### src/rtl/uart_pkg.sv
// Shared UART types, sizes and the parity rule used by both directions.
// No ports: imported by uart_rx_if, uart_rx_fifo and uart_rx.
package uart_pkg;

    localparam int DATA_W     = 8;
    localparam int FIFO_DEPTH = 8;
    localparam int DIV_W      = 14;
    localparam int PTR_W      = $clog2(FIFO_DEPTH);
    localparam int CNT_W      = PTR_W + 1;
    localparam int BIT_W      = $clog2(DATA_W);

    typedef enum logic [2:0] {
        IDLE,
        START,
        DATA,
        PARITY,
        STOP,
        STOP2
    } rx_state_t;

    // Even parity bit is the XOR of the data; odd parity is its inverse.
    function automatic logic parity_bit(
        input logic [DATA_W-1:0] d,
        input logic              odd
    );
        return odd ? ~^d : ^d;
    endfunction

endpackage

### src/rtl/uart_rx_if.sv
// Core-bus side of the UART receiver: FIFO read port and sticky error flags.
// master = core (drives rd_en/clr_err), slave = receiver (drives the rest).
interface uart_rx_if;
    import uart_pkg::*;

    logic              rd_en;
    logic              clr_err;
    logic [DATA_W-1:0] rd_data;
    logic [CNT_W-1:0]  rx_count;
    logic              rx_empty;
    logic              rx_full;
    logic              parity_err;
    logic              frame_err;
    logic              overrun;

    modport master (
        output rd_en, clr_err,
        input  rd_data, rx_count, rx_empty, rx_full,
        input  parity_err, frame_err, overrun
    );

    modport slave (
        input  rd_en, clr_err,
        output rd_data, rx_count, rx_empty, rx_full,
        output parity_err, frame_err, overrun
    );

endinterface

### src/rtl/uart_rx_fifo.sv
// First-word fall-through receive FIFO; head reads 0 while empty.
// Ports: push/push_data in, pop in, head/count/empty/full/push_ok out.
module uart_rx_fifo
    import uart_pkg::*;
(
    input  logic              clk,
    input  logic              rst_n,
    input  logic              push,
    input  logic [DATA_W-1:0] push_data,
    input  logic              pop,
    output logic [DATA_W-1:0] head,
    output logic [CNT_W-1:0]  count,
    output logic              empty,
    output logic              full,
    output logic              push_ok
);

    logic [DATA_W-1:0] mem [FIFO_DEPTH];
    logic [PTR_W-1:0]  wr_ptr;
    logic [PTR_W-1:0]  rd_ptr;
    logic              do_pop;

    assign empty   = (count == '0);
    assign full    = (count == CNT_W'(FIFO_DEPTH));
    assign do_pop  = pop && !empty;
    // A simultaneous pop frees the slot, so a full FIFO still accepts.
    assign push_ok = push && (!full || do_pop);
    assign head    = empty ? '0 : mem[rd_ptr];

    always_ff @(posedge clk or negedge rst_n) begin
        if (!rst_n) begin
            wr_ptr <= '0;
            rd_ptr <= '0;
            count  <= '0;
            for (int i = 0; i < FIFO_DEPTH; i++) begin
                mem[i] <= '0;
            end
        end else begin
            if (push_ok) begin
                mem[wr_ptr] <= push_data;
                wr_ptr      <= wr_ptr + 1'b1;
            end
            if (do_pop) begin
                rd_ptr <= rd_ptr + 1'b1;
            end
            unique case ({push_ok, do_pop})
                2'b10:   count <= count + 1'b1;
                2'b01:   count <= count - 1'b1;
                default: count <= count;
            endcase
        end
    end

endmodule

### src/rtl/uart_rx.sv
// UART receiver: synchronises Rx_in, samples frames mid-bit, checks parity/stop, fills FIFO.
// Ports: clk, rst_n, Rx_in, baud_divisor, Rx_en, Two_stop, Odd_parity, bus (uart_rx_if.slave).
module uart_rx
    import uart_pkg::*;
(
    input  logic             clk,
    input  logic             rst_n,
    input  logic             Rx_in,
    input  logic [DIV_W-1:0] baud_divisor,
    input  logic             Rx_en,
    input  logic             Two_stop,
    input  logic             Odd_parity,
    uart_rx_if.slave         bus
);

    logic              rx_meta;
    logic              rx_s;
    logic              rx_prev;
    rx_state_t         state;
    logic [DIV_W-1:0]  cnt;
    logic [BIT_W-1:0]  bit_idx;
    logic [DATA_W-1:0] shreg;
    logic              par_bad;
    logic              push_q;
    logic              fe_q;
    logic              enabled;
    logic              fall;
    logic              sample;
    logic              push_ok;
    logic              pe_evt;
    logic              ov_evt;
    logic              parity_err_q;
    logic              frame_err_q;
    logic              overrun_q;

    assign enabled = Rx_en && (baud_divisor != '0);
    assign fall    = rx_prev && !rx_s;
    assign sample  = (cnt == (baud_divisor >> 1));

    // Synchroniser resets to the idle-high line level so reset never looks like a start edge.
    always_ff @(posedge clk or negedge rst_n) begin
        if (!rst_n) begin
            rx_meta <= 1'b1;
            rx_s    <= 1'b1;
            rx_prev <= 1'b1;
        end else begin
            rx_meta <= Rx_in;
            rx_s    <= rx_meta;
            rx_prev <= rx_s;
        end
    end

    always_ff @(posedge clk or negedge rst_n) begin
        if (!rst_n) begin
            state   <= IDLE;
            cnt     <= '0;
            bit_idx <= '0;
            shreg   <= '0;
            par_bad <= 1'b0;
            push_q  <= 1'b0;
            fe_q    <= 1'b0;
        end else begin
            push_q <= 1'b0;
            fe_q   <= 1'b0;
            if (!enabled) begin
                state <= IDLE;
                cnt   <= '0;
            end else begin
                if (state == IDLE) begin
                    cnt <= '0;
                end else begin
                    cnt <= (cnt == baud_divisor) ? '0 : cnt + 1'b1;
                end
                unique case (state)
                    IDLE: begin
                        if (fall) state <= START;
                    end
                    START: begin
                        if (sample) begin
                            if (rx_s) begin
                                state <= IDLE;
                            end else begin
                                state   <= DATA;
                                bit_idx <= '0;
                            end
                        end
                    end
                    DATA: begin
                        if (sample) begin
                            shreg   <= {rx_s, shreg[DATA_W-1:1]};
                            bit_idx <= bit_idx + 1'b1;
                            if (bit_idx == BIT_W'(DATA_W - 1)) state <= PARITY;
                        end
                    end
                    PARITY: begin
                        if (sample) begin
                            par_bad <= (rx_s != parity_bit(shreg, Odd_parity));
                            state   <= STOP;
                        end
                    end
                    STOP: begin
                        if (sample) begin
                            if (!rx_s) begin
                                fe_q  <= 1'b1;
                                state <= IDLE;
                            end else if (Two_stop) begin
                                state <= STOP2;
                            end else begin
                                push_q <= 1'b1;
                                state  <= IDLE;
                            end
                        end
                    end
                    STOP2: begin
                        if (sample) begin
                            if (!rx_s) fe_q <= 1'b1;
                            else push_q <= 1'b1;
                            state <= IDLE;
                        end
                    end
                    default: state <= IDLE;
                endcase
            end
        end
    end

    // shreg and par_bad hold still until the next frame's data bits,
    // so they are valid while push_q is high.
    uart_rx_fifo u_fifo (
        .clk       (clk),
        .rst_n     (rst_n),
        .push      (push_q),
        .push_data (shreg),
        .pop       (bus.rd_en),
        .head      (bus.rd_data),
        .count     (bus.rx_count),
        .empty     (bus.rx_empty),
        .full      (bus.rx_full),
        .push_ok   (push_ok)
    );

    assign pe_evt = push_q && par_bad && push_ok;
    assign ov_evt = push_q && !push_ok;

    // New error events take priority over a coincident clear.
    always_ff @(posedge clk or negedge rst_n) begin
        if (!rst_n) begin
            parity_err_q <= 1'b0;
            frame_err_q  <= 1'b0;
            overrun_q    <= 1'b0;
        end else begin
            parity_err_q <= pe_evt || (parity_err_q && !bus.clr_err);
            frame_err_q  <= fe_q   || (frame_err_q  && !bus.clr_err);
            overrun_q    <= ov_evt || (overrun_q    && !bus.clr_err);
        end
    end

    assign bus.parity_err = parity_err_q;
    assign bus.frame_err  = frame_err_q;
    assign bus.overrun    = overrun_q;

endmodule

### src/flat_wrapper.sv
// flat-port wrapper written by rule: the top's interface ports become plain ports
module uart_rx_flat import uart_pkg::*;
  (clk, rst_n, Rx_in, baud_divisor, Rx_en, Two_stop, Odd_parity, bus_rd_en, bus_clr_err, bus_rd_data, bus_rx_count, bus_rx_empty, bus_rx_full, bus_parity_err, bus_frame_err, bus_overrun);
  uart_rx_if bus_i ();
  input  logic clk;
  input  logic rst_n;
  input  logic Rx_in;
  input  logic [DIV_W-1:0] baud_divisor;
  input  logic Rx_en;
  input  logic Two_stop;
  input  logic Odd_parity;
  input wire logic [$bits(bus_i.rd_en)-1:0] bus_rd_en;
  input wire logic [$bits(bus_i.clr_err)-1:0] bus_clr_err;
  output wire logic [$bits(bus_i.rd_data)-1:0] bus_rd_data;
  output wire logic [$bits(bus_i.rx_count)-1:0] bus_rx_count;
  output wire logic [$bits(bus_i.rx_empty)-1:0] bus_rx_empty;
  output wire logic [$bits(bus_i.rx_full)-1:0] bus_rx_full;
  output wire logic [$bits(bus_i.parity_err)-1:0] bus_parity_err;
  output wire logic [$bits(bus_i.frame_err)-1:0] bus_frame_err;
  output wire logic [$bits(bus_i.overrun)-1:0] bus_overrun;
  assign bus_i.rd_en = bus_rd_en;
  assign bus_i.clr_err = bus_clr_err;
  assign bus_rd_data = bus_i.rd_data;
  assign bus_rx_count = bus_i.rx_count;
  assign bus_rx_empty = bus_i.rx_empty;
  assign bus_rx_full = bus_i.rx_full;
  assign bus_parity_err = bus_i.parity_err;
  assign bus_frame_err = bus_i.frame_err;
  assign bus_overrun = bus_i.overrun;
  uart_rx u_core (.clk(clk), .rst_n(rst_n), .Rx_in(Rx_in), .baud_divisor(baud_divisor), .Rx_en(Rx_en), .Two_stop(Two_stop), .Odd_parity(Odd_parity), .bus(bus_i));
endmodule
### config.mk
export PLATFORM = sky130hd
export DESIGN_NAME = uart_rx_flat
export DESIGN_NICKNAME = d
export VERILOG_FILES = /design/src/rtl/uart_pkg.sv /design/src/rtl/uart_rx_if.sv /design/src/rtl/uart_rx_fifo.sv /design/src/rtl/uart_rx.sv /design/src/flat_wrapper.sv
export SDC_FILE = /design/constraint.sdc
export NUM_CORES = 1
export LEC_CHECK = 0
export BUFFER_PORTS_ARGS = -buffer_cell sky130_fd_sc_hd__buf_2
export CORE_MARGIN = 8
export CORE_UTILIZATION = 38
export CTS_CLUSTER_DIAMETER = 120
export DETAILED_ROUTE_END_ITERATION = 6
export PLACE_DENSITY_LB_ADDON = 0.05
export SLEW_MARGIN = 20
export SYNTH_ARGS = -nofsm -noshare
export SYNTH_HDL_FRONTEND = slang
export SYNTH_SLANG_ARGS = --single-unit
### constraint.sdc
create_clock -name clk -period 6.9 [get_ports clk]
set_input_delay 1.725 -clock clk [delete_from_list [all_inputs] [get_ports clk]]
set_output_delay 1.725 -clock clk [all_outputs]
set_load 0.02 [all_outputs]
==> impl_metrics.tcl, run 1 <==
set metrics [dict create \
    outcome "finished, final reports clean" \
    numCtsBuffers 9 \
    synth_most_common_cell "dfrtp_1" \
    via_per_inst 5.17 \
    placedCellCount 635 \
    globalRouteOverflowTotal 0 \
    synth_simple_gate_area_share_pct 11.3 \
    critPathLaunchType "flop" \
    ys_top_cells_by_area "dfrtp_1 (48%), mux2_2 (15%), mux4_2 (6.4%)" \
    maxSlewHeadroom_pct 35.8 \
    dp_hpwl_mm 8.18 \
    synth_top_cell_by_area "dfrtp_1" \
    setup_viol 0 \
    cts.sinks 111 \
    utilization_pct 43.3 \
    cp.required_ps 5180 \
    place_congestion 0.765 \
    tightest_slew_ps 963 \
    num_rows 44 \
    wl_mm 12.3 \
    rrSetupSlack_ps 4020 \
    yosysSeqAreaShare_pct 49.2 \
    leakage_nw 3.05 \
    ir_worst_vdd_uv 118 \
    first_iter_violations 168 \
    dieArea_um2 19000 \
    fmax_mhz 255 \
    fin_cells 651 \
    synth_top_family_by_area "multiplexers" \
    netlist.area_leader.share_pct 47.8 \
    ioPinCount 39 \
    grt_pass1_wl_mm 20.5 \
    ys_seq_elements 111 \
    ys.flop_type "dfrtp_1" \
    power_density_nw_per_um2 248 \
    final_hold_viol_count 0 \
    gr-usage-met1_pct 19.2 \
    core_area_um2 14500 \
    grt_use_met3_pct 3.91 \
    antenna_found_initial 0 \
    synth_compound_area_share_pct 2.61 \
    min_path_type "flop to flop" \
    synth_edf_count 0 \
    grt.total_usage_pct 14.2 \
    h-tree-depth 3 \
    synthXorXnorAreaFrac_pct 8.99 \
    die_h_um 138 \
    finClkSkew_ps 8.99 \
    rsz0062_at_grt "false" \
    slew_viol_final 0 \
    path_clk_slew_ps 70 \
    setup_tns_ps 0 \
    start_util_pct 38.9 \
    clkLatencyLatePin_ps 350 \
    synthMuxAreaShare_pct 23.5 \
    synthTopCellsByCount "dfrtp_1 (108), mux2_2 (75), nor2_1 (35), xnor2_1 (33), xor2_1 (25)" \
    syn_area_um2 5650 \
    busiest_layer "met2" \
    critPathCaptureType "primary output" \
    cts_tree "yes" \
    drcViolationCount 0 \
    cts_resized 0 \
    nets 492 \
    timing.hold.ws_ps 359 \
    clockBufferDepth 2 \
    async_flop_share_pct 100 \
    antenna_cells 0 \
    critical_path_class "flop to primary output" \
    synth_warnings 0 \
    synth_fa_ha_area_share_pct 1.77 \
    grt_max_degree 67 \
    root_buffer "clkbuf_16" \
    synth_cell_type_count 50 \
    drive_above_1_share_pct 36.0 \
    post_cts_buffers 0 \
    cts_hold_buf 0 \
    vias 3368 \
    detail_route.wl_per_cell_um 18.9 \
    cp.arrival_ps 2200 \
    synthesis.nets 468 \
    grt_pass1_vias 3588 \
    avgSynthCellArea_um2 12.9 \
    die_w_um 138 \
    antenna_left 0 \
    path_max_fanout 18 \
    netlist_instances 438 \
    fin_crit_sh_pct 56.9 \
    syn2layout_area_growth_pct 11.4 \
    period_minus_slack_ps 3930 \
    max-cap-violations 0 \
    drt-pass1-iter-count 4 \
    port_buffers 38 \
    groute.layer.met2.usage_pct 21.9 \
]
-- worst paths after layout --
path                                              start                      to  cells after the start
min in group asynchronous                         rst_n   u_core.u_fifo.mem[11]                      1
max in group asynchronous                         rst_n   u_core.u_fifo.mem[63]                      2
worst max register to register   u_core.u_fifo.count[1]  u_core.u_fifo.count[2]                     11
worst min-delay path                     u_core.rx_meta             u_core.rx_s                      0
worst max-delay path            u_core.u_fifo.rd_ptr[1]          bus_rd_data[7]                      4
worst min register to register           u_core.rx_meta             u_core.rx_s                      0
-- layout make-up --
type                       count  area, um2
fill                        1394       8240
sequential                   111       2780
timing repair buffer          41        215
multi-input combinational    292       2720
clock inverter                 7       95.1
clock buffer                   9        225
tap                          184        230
inverter                       7       27.5
-- logic make-up after synthesis --
kind of cell,after synthesis
buffers and inverters,35
adders and majority gates,8
DFF,111
xor gates and xnor gates,58
AOI/OAI and AO/OA,22
and+or+nand+nor,101
muxes,103
-- placed cells by master, fill, tap and decap left out, types with 4 or more instances in the layout --
cell type    n
nor2_1      35
buf_2       37
xnor2_1     33
mux2_2      75
a21oi_1      6
mux2i_1      9
mux4_2      16
dfrtp_1    108
nor2b_1      6
clkbuf_16    9
ha_1         8
o21ai_0      4
nor4_1       4
and3_1      10
nor4_2       4
nand4_1      5
buf_4        4
nand2_1     13
inv_1        5
a211oi_1     4
xor2_1      25
-- flip-flops by register name (all words and copies together), names as in the netlist --
signal / count
u_core.rx_prev: 1
u_core.fe_q: 1
u_core.bus.parity_err: 1
u_core.bus.overrun: 1
u_core.rx_s: 1
u_core.shreg: 8
u_core.bit_idx: 3
u_core.state: 3
u_core.u_fifo.wr_ptr: 3
u_core.push_q: 1
u_core.u_fifo.mem: 64
u_core.rx_meta: 1
u_core.par_bad: 1
u_core.u_fifo.count: 4
u_core.bus.frame_err: 1
u_core.cnt: 14
u_core.u_fifo.rd_ptr: 3
-- through the flow --
step / power (W) / area [um2] / worst slack [ps]
after floorplan: 0.000924 / 5650 / 3420
after global placement: 0.00102 / 5980 / 2980
after detailed placement: 0.00102 / 5980 / 2900
after CTS: 0.00159 / 6300 / 2930
after global routing: 0.00164 / 6300 / 2870
final: 0.00156 / 6300 / 2970
-- critical path: stages, from the launching register on --
cell and delay [ps]:
dfrtp_1 970, mux4_2 380, mux2i_1 70, nor2_1 210, buf_2 210
-- per-layer routing --
layer  wire, um  vias to the layer above
li1           -                     1602
met1       5900                     1714
met2       5800                       41
met3        485                       11
met4        135                        0
met5          0                        -
-- power breakdown --
part	switching [W]	total, W	internal [W]
registers	0.0000771	0.000752	0.000675
clock network	0.000241	0.000560	0.000319
logic	0.000130	0.000247	0.000118
total	0.000448	0.00156	0.00111
Power figures use the tool's default switching activity.
==> run 2, diff against run 1 <==
clock period = 3.95 ns   (was 6.9 ns; I/O delays follow)
==> impl_metrics.tcl, run 2 (synthesized netlist as in run 1, its figures left out) <==
set metrics [dict create \
    cts_tree "yes" \
    drcViolationCount 0 \
    critical_path_class "flop to primary output" \
    path_clk_slew_ps 70 \
    fin_crit_sh_pct 78.6 \
    fmax_mhz 322 \
    setup_tns_ps 0 \
    min_path_type "flop to flop" \
    ir_worst_vdd_uv 235 \
    slew_viol_final 0 \
    core_area_um2 14500 \
    vias 3421 \
    die_h_um 138 \
    rsz0062_at_grt "false" \
    placed_area_um2 6010 \
    grt_pass1_wl_mm 20.2 \
    largest_register "u_core.u_fifo.mem" \
    rrSetupSlack_ps 1200 \
    grt.total_usage_pct 14.1 \
    drive_above_1_share_pct 35.9 \
    grt_max_degree 53 \
    antenna_left 0 \
    largest_reg_flops 64 \
    antenna_cells 0 \
    max-cap-violations 0 \
    antenna_found_initial 0 \
    p_int_w 0.00184 \
    h-tree-depth 3 \
    total_power_w 0.00261 \
    post_cts_buffers 0 \
    switching_share_pct 29.6 \
    setup_viol 0 \
    path_depth 5 \
    wl_mm 12.4 \
    ioPinCount 39 \
    die_w_um 138 \
    cpLargestDelayFamily "flip-flops" \
    critPathLaunchType "flop" \
    grt_pass1_vias 3593 \
    reg2reg_from "u_core.u_fifo.count[0]" \
    power_frac_seq_pct 50.1 \
    final_common_cell "dfrtp_1" \
    syn2layout_area_growth_pct 11.0 \
    via_per_inst 5.22 \
    final_hold_viol_count 0 \
    cts_resized 0 \
    cp-endpoint "bus_rd_data[0]" \
    port_buffers 38 \
    worst_r2r_endpoint "u_core.u_fifo.count[3]" \
    cp.required_ps 2960 \
    outcome "finished, final reports clean" \
    crit_start "u_core.u_fifo.rd_ptr[1]" \
    numCtsBuffers 9 \
    finClkSkew_ps 6.42 \
    drt-pass1-iter-count 4 \
    design_area_um2 6280 \
    critPathCaptureType "primary output" \
    rr_worst_depth 10 \
    cp.arrival_ps 2120 \
    detail_route.wl_per_cell_um 19.0 \
    critical_path_buf_inv_count 2 \
    maxSlewHeadroom_pct 48.5 \
    leakage_nw 3.05 \
    dieArea_um2 19000 \
    num_rows 44 \
    place_congestion 0.801 \
    nets 496 \
    cp_cell_sequence "buf_4, mux4_2, mux2i_1, nor2_1, buf_2" \
    path_max_fanout 15 \
    power_density_nw_per_um2 415 \
    slowest_stage "dfrtp_1" \
    switching_power_w 0.000771 \
    cts_hold_buf 0 \
    first_iter_violations 205 \
    globalRouteOverflowTotal 0 \
    p_clk_share_pct 32.8 \
    clkLatencyLatePin_ps 350 \
    layout_common_cells "dfrtp_1 (108), mux2_2 (75), buf_2 (37)" \
    cts.sinks 111 \
    clockBufferDepth 2 \
    root_buffer "clkbuf_16" \
    period_minus_slack_ps 3110 \
    start_util_pct 38.9 \
    comb_power_share_pct 17.0 \
    reg.largest.list "u_core.u_fifo.mem (64), u_core.cnt (14), u_core.shreg (8)" \
    dp_hpwl_mm 8.51 \
    cpPeakStageDelay_ps 840 \
    tightest_slew_ps 772 \
]
run 2: changes by cell type in the layout (fill, tap and decap cells not counted), sizes merged:
cell      delta
buf          +4
bufinv       -2
clkbuf       +4
clkinvlp     -1
inv          -1
run 2: power by group through the flow:
stage | Combinational, W | Clock, W | Sequential (W)
after floorplan | 0.000349 | 0 | 0.00127
after detailed placement | 0.000456 | 0 | 0.00133
after global routing | 0.000493 | 0.000942 | 0.00132
after global placement | 0.000452 | 0 | 0.00133
final | 0.000444 | 0.000856 | 0.00131
after CTS | 0.000457 | 0.000897 | 0.00131
run 2: per-stage QoR:
step	std cells	util [%]	hold WS, ps	worst slack, ps
5_1_grt	655	43.2	360	708
6_report	655	43.2	358	844
3_5_place_dp	639	41.3	349	1050
2_1_floorplan	438	-	345	978
3_3_place_gp	639	41.3	347	1070
4_1_cts	655	43.2	359	795
run 2: worst reg2reg max path: cells and delay by family, from the launching register on:
kind                     cells  cell delay [ps]
AO/OA/AOI/OAI                2              340
adder cells (fa/ha/maj)      1              260
flip-flops                   1              490
AND/OR/NAND/NOR              4             1130
buffers and inverters        2              290
XOR/XNOR                     1              160
run 2: worst min path at each step:
stage | start | depth (start not counted) | end
after detailed placement | u_core.rx_meta | 0 | u_core.rx_s
after global placement | u_core.rx_meta | 0 | u_core.rx_s
after floorplan | u_core.rx_meta | 0 | u_core.rx_s
after global routing | u_core.rx_meta | 0 | u_core.rx_s
final | u_core.rx_meta | 0 | u_core.rx_s
after CTS | u_core.rx_meta | 0 | u_core.rx_s
run 2: routing by layer:
layer | vias to the layer above | track usage, % | routed length [um]
met5 | - | 0 | 0
met4 | 0 | 4.00 | 143
met3 | 9 | 3.70 | 535
met2 | 50 | 21.8 | 5750
met1 | 1762 | 19.1 | 6000
li1 | 1600 | - | -
run 2: area by class of cell:
| type | count | area, um2 |
|---|---|---|
| flip-flops and latches | 111 | 2780 |
| fillers | 1380 | 8260 |
| clock buffers | 13 | 250 |
| repair buffers | 45 | 245 |
| multi-input cells | 292 | 2720 |
| inverters | 7 | 27.5 |
| well taps | 184 | 230 |
| clock inverters | 3 | 18.8 |
